**src/rtl/divisor_frequencia_prog.sv**
```systemverilog
// Programmable clock divider: q is low floor(D/2) and high D-floor(D/2) cycles.
// New divisors are staged and applied only at a period boundary (or at once when idle).
module divisor_frequencia_prog #(
  parameter int WIDTH       = 16,
  parameter int DIV_DEFAULT = 27
) (
  input  logic             clk,
  input  logic             clr,
  input  logic             en,
  input  logic [WIDTH-1:0] div_in,
  input  logic             div_ld,
  output logic             div_ack,
  output logic             div_err,
  output logic             busy,
  output logic             q,
  output logic             tick,
  output logic [WIDTH-1:0] div_cur
);

  localparam logic [WIDTH-1:0] DIV_RST = WIDTH'(DIV_DEFAULT);
  localparam logic [WIDTH-1:0] ONE     = WIDTH'(1);
  localparam logic [WIDTH-1:0] TWO     = WIDTH'(2);

  logic [WIDTH-1:0] contador_q, contador_d;
  logic [WIDTH-1:0] div_act_q, div_act_d;
  logic [WIDTH-1:0] div_pend_q, div_pend_d;
  logic             pend_q, pend_d;
  logic             q_q, q_d;
  logic             ack_q, ack_d;
  logic             err_q, err_d;
  logic             wrap, apply, ld_ok;

  // ">=" also catches a count left beyond a freshly shrunk divisor
  assign wrap  = en && (contador_q >= (div_act_q - ONE));
  assign apply = pend_q && (wrap || !en);
  assign ld_ok = div_ld && (div_in >= TWO);

  always_comb begin
    contador_d = contador_q;
    div_act_d  = div_act_q;
    div_pend_d = div_pend_q;
    pend_d     = pend_q;
    ack_d      = ld_ok;
    err_d      = div_ld && !ld_ok;

    if (apply) begin
      contador_d = '0;
      div_act_d  = div_pend_q;
      pend_d     = 1'b0;
    end else if (en) begin
      contador_d = wrap ? '0 : contador_q + ONE;
    end

    // a load on the apply edge becomes the next pending value
    if (ld_ok) begin
      div_pend_d = div_in;
      pend_d     = 1'b1;
    end

    // q is registered from the look-ahead count/divisor
    q_d = (contador_d >= (div_act_d >> 1));
  end

  always_ff @(posedge clk or negedge clr) begin
    if (!clr) begin
      contador_q <= '0;
      div_act_q  <= DIV_RST;
      div_pend_q <= '0;
      pend_q     <= 1'b0;
      q_q        <= 1'b0;
      ack_q      <= 1'b0;
      err_q      <= 1'b0;
    end else begin
      contador_q <= contador_d;
      div_act_q  <= div_act_d;
      div_pend_q <= div_pend_d;
      pend_q     <= pend_d;
      q_q        <= q_d;
      ack_q      <= ack_d;
      err_q      <= err_d;
    end
  end

  assign tick    = wrap;
  assign q       = q_q;
  assign busy    = pend_q;
  assign div_ack = ack_q;
  assign div_err = err_q;
  assign div_cur = div_act_q;

endmodule

```
**config.mk**
```make
export PLATFORM = sky130hd
export DESIGN_NAME = divisor_frequencia_prog
export DESIGN_NICKNAME = d
export VERILOG_FILES = /design/src/rtl/divisor_frequencia_prog.sv
export SDC_FILE = /design/constraint.sdc
export NUM_CORES = 1
export LEC_CHECK = 0
export ABC_AREA = 1
export BUFFER_PORTS_ARGS = -buffer_cell sky130_fd_sc_hd__buf_2
export CAP_MARGIN = 0
export CORE_AREA = 2 2 56 111
export CTS_BUF_LIST = sky130_fd_sc_hd__clkbuf_4 sky130_fd_sc_hd__clkbuf_8 sky130_fd_sc_hd__clkbuf_16
export CTS_CLUSTER_SIZE = 24
export DETAILED_ROUTE_END_ITERATION = 10
export DIE_AREA = 0 0 58 113
export GPL_TIMING_DRIVEN = 0
export PLACE_DENSITY = 0.79
export SETUP_SLACK_MARGIN = 0.5
export SLEW_MARGIN = 0
export SYNTH_ARGS = -nofsm -noshare
export SYNTH_HDL_FRONTEND = slang
export SYNTH_SLANG_ARGS = --single-unit
```
**constraint.sdc**
```tcl
create_clock -name clk -period 5.5 [get_ports clk]
set_input_delay 0.55 -clock clk [delete_from_list [all_inputs] [get_ports clk]]
set_output_delay 0.55 -clock clk [all_outputs]
set_load 0.03 [all_outputs]
```
==> results.tsv <==
stage	metric	value	unit
outcome	status	finished, final reports clean	
critical_path	CP Capture Type	flop	
logic_synthesis	synth warn	0	
detailed_routing	Avg Vias per Cell	5.39	
cts	CTS tree	yes	
timing	Tcrit/Tclk final	81.1	%
timing	clk_skew	0.00900	ns
pwr	Power Dens Cells	278	nW/um2
critical_path	Max stage delay on crit path	0.38	ns
cts	CTS HTree Levels	2	
logic_synthesis	ys flop type	dfrtp_1	
pwr	switch share	34.7	%
global_route	total track usage	25.7	%
place	Port Buffers	40	
logic_synthesis	Synth area leader	dfrtp_1	
logic_synthesis	top cells by area, synth	dfrtp_1 36%, nand2_1 14%, ha_1 12%, inv_1 4.9%, xor2_1 4.8%	
critical_path	slowest CP cell	dfstp_2	
pwr	Comb pwr share	26.0	%
place	DP HPWL	5.88	mm
logic_synthesis	Yosys cell types	32	
timing	final hold vios	0	
layout	Synth-to-Final Area Change	12.8	%
cts	Clock transition at path regs	0.07	ns
floorplanning	DIE WIDTH	58	um
critical_path	CP Data Arrival Time	4.66	ns
critical_path	critical path class	flop to flop	
pwr	Max VDD drop	0.273	mV
min_path	worst hold path type	input port to flop	
logic_synthesis	XOR/XNOR Fraction of Synth Area	5.82	%
global_route	global route overflow	0	
layout	fraction of layout cells with a size suffix above 1	21.7	%
critical_path	CP startpoint kind	flop	
logic_synthesis	Post-synth EDFFs	0	
job	Max Cap Viol	0	
logic_synthesis	post-synthesis mux area share	0	%
pwr	total power	1.04	mW
place	RD Place Congestion	0.886	
logic_synthesis	post-synth top area share	36.3	%
cts	Max Root-Sink Buffers	2	
logic_synthesis	commonest cells in the netlist	120 x nand2_1, 48 x dfrtp_1, 43 x inv_1, 33 x ha_1	
global_route	vias in the first global route	3015	
timing	RSZ-0062 raised after global routing	false	
timing	slew margin rel.	21.3	%
logic_synthesis	Async S/R FF share, synth	100	%
timing	Slew Viols, Final	0	
timing	crit path time final	4.46	ns
logic_synthesis	Adder-Cell Fraction of Synth Area	12.5	%
floorplanning	io pins	41	
timing	Worst-Margin Slew	1.18	ns
logic_synthesis	Synth Instances	413	
logic_synthesis	Synth Area in Compound Gates	6.42	%
floorplanning	die area	6550	um2
logic_synthesis	Seq cells post-synth	52	
pwr	clock network power share	30.6	%
cts	total CTS buffers	5	
floorplanning	Placeable Area	5660	um2
pwr	Pint	0.678	mW
layout	Util after Layout	66.0	%
detailed_routing	final WL	7.50	mm
floorplanning	# rows	39	
detailed_routing	drc violations	0	
cts	cts repair resizes	0	
detailed_routing	wire per inst	14.4	um
timing	fmax	0.224	GHz
detailed_routing	Detail Route Antenna Nets	0	
timing	setup_tns	0	ns
critical_path	WP data required	5.70	ns
critical_path	largest fanout on the critical path	10	
cts	clock insertion delay at the later pin of the skew report	0.30	ns
pwr	NetSw	0.360	mW
detailed_routing	DR vias	2815	
detailed_routing	First DRT Iteration DRCs	102	
global_route	largest net degree at the start of global routing	53	
floorplanning	Initial Util	58.5	%
logic_synthesis	most numerous cell in the Yosys netlist	nand2_1	
logic_synthesis	combinational family with the most area after synthesis	simple AND/OR/NAND/NOR gates	
layout	Antenna Cells	0	
floorplanning	Chip Height	113	um
cts	Root Driver	clkbuf_16	
cts	Post-CTS Setup Repair Bufs	0	
critical_path	CP dominant cell by count	nand2_1	
critical_path	Worst path top cell family by delay	simple AND/OR/NAND/NOR gates	
layout	nets	513	
logic_synthesis	syn nets	466	
logic_synthesis	Synth Area in Simple Gates	27.2	%
detailed_routing	drt pass-1 iters	4	
global_route	global-route wire length before repair	12.9	mm
logic_synthesis	synthesized area	3310	um2
pwr	total leakage power	2.05	nW
logic_synthesis	sequential share of the synthesized area	39.4	%
cts	Hold Buf Count CTS	0	
logic_synthesis	synthesized area per cell	8.02	um2
global_route	initial antenna violation count	0	
cts	Sink Count	52	
timing	final setup fails	0	
critical_path	buffer and inverter count on the worst path	5	
pwr	Flop pwr share	43.4	%
[cells by family (layout without fill, tap and decap cells)]
family	Yosys count	count (layout)
and+or+nand+nor	193	193
DFF	52	52
AOI/OAI and AO/OA	41	41
xor gates and xnor gates	22	22
adders and majority gates	33	33
buffers and inverters	72	120
[stage by stage]
step | instance area (um2) | hold WS [ns] | setup WS, ns | instances
after floorplan | 3310 | 0.254 | 1.67 | 413
after global placement | 3590 | 0.464 | 1.18 | 514
after detailed placement | 3590 | 0.466 | 1.10 | 514
after CTS | 3740 | 0.456 | 1.03 | 522
after global routing | 3740 | 0.473 | 0.633 | 522
final | 3740 | 0.460 | 1.04 | 522
[cells in the final DEF (no fill, tap or decap), types with 2 or more instances in the layout]
cell type  synthesis  final
nor3_1            10     10
a21oi_1           14     14
dfrtp_1           48     48
nor4_1             6      6
inv_1             43     43
xnor2_1            4      4
inv_2             20     20
nand3_1            9      9
nand2_2            3      3
buf_4              3      3
buf_2              5     45
ha_1              33     33
nor3_2             9      9
xor2_1            18     18
clkbuf_16          0      5
nor2_4             2      2
nor2_2             2      2
nor2_1            20     20
nand3_2            3      3
o21ai_1           15     15
nand4_1            5      5
nand2_1          120    120
dfstp_2            4      4
o21ai_0            8      8
[per-layer routing]
layer  part of all wire, %  wire (um)  global-route usage (%)  vias to the layer above
li1                      -          -                       -                     1413
met1                    37       2810                    26.6                     1305
met2                    55       4120                    46.8                       68
met3                   3.0        224                    3.89                       29
met4                   4.5        341                    15.2                        0
met5                     0          0                       0                        -
[worst reg2reg max path: cells and delay by family, from the launching register on]
kind                     cells  cell delay, ns
AND/OR/NAND/NOR             25            2.48
adder cells (fa/ha/maj)      3            0.74
XOR/XNOR                     1            0.15
flip-flops                   1            0.38
buffers and inverters        5            0.63
[registers in the layout (all words and copies together), names as in the netlist]
register and count:
div_err 1, div_ack 1, div_cur 16, busy 1, div_pend_q 16, contador_q 16
q 1
[layout make-up]
| class | instances | area, um2 |
|---|---|---|
| repair buffers | 40 | 200 |
| multi-input cells | 289 | 1720 |
| well taps | 61 | 76.3 |
| inverters | 64 | 240 |
| clock inverters | 3 | 21.3 |
| clock buffers | 5 | 125 |
| plain buffers | 8 | 47.5 |
| fillers | 499 | 1920 |
| flip-flops and latches | 52 | 1310 |
[power groups by stage]
stage	registers, mW	clock network [mW]	logic (mW)
floorplan	0.491	0	0.155
global placement	0.456	0	0.258
detailed placement	0.457	0	0.268
CTS	0.450	0.320	0.274
global route	0.455	0.337	0.308
finish	0.450	0.317	0.270
[worst paths after layout]
path	from	endpoint	slack (ns)	cells past startpoint
worst min register to register	div_pend_q[7]	div_pend_q[7]	0.48	2
min in group asynchronous	clr	contador_q[1]	0.49	1
max in group asynchronous	clr	div_cur[12]	4.29	1
worst max-delay path	div_cur[0]	q	1.04	34
worst min-delay path	div_in[15]	div_pend_q[15]	0.46	3
worst max register to register	div_cur[0]	q	1.04	34
Note: power is estimated with default switching activity, not from simulation.
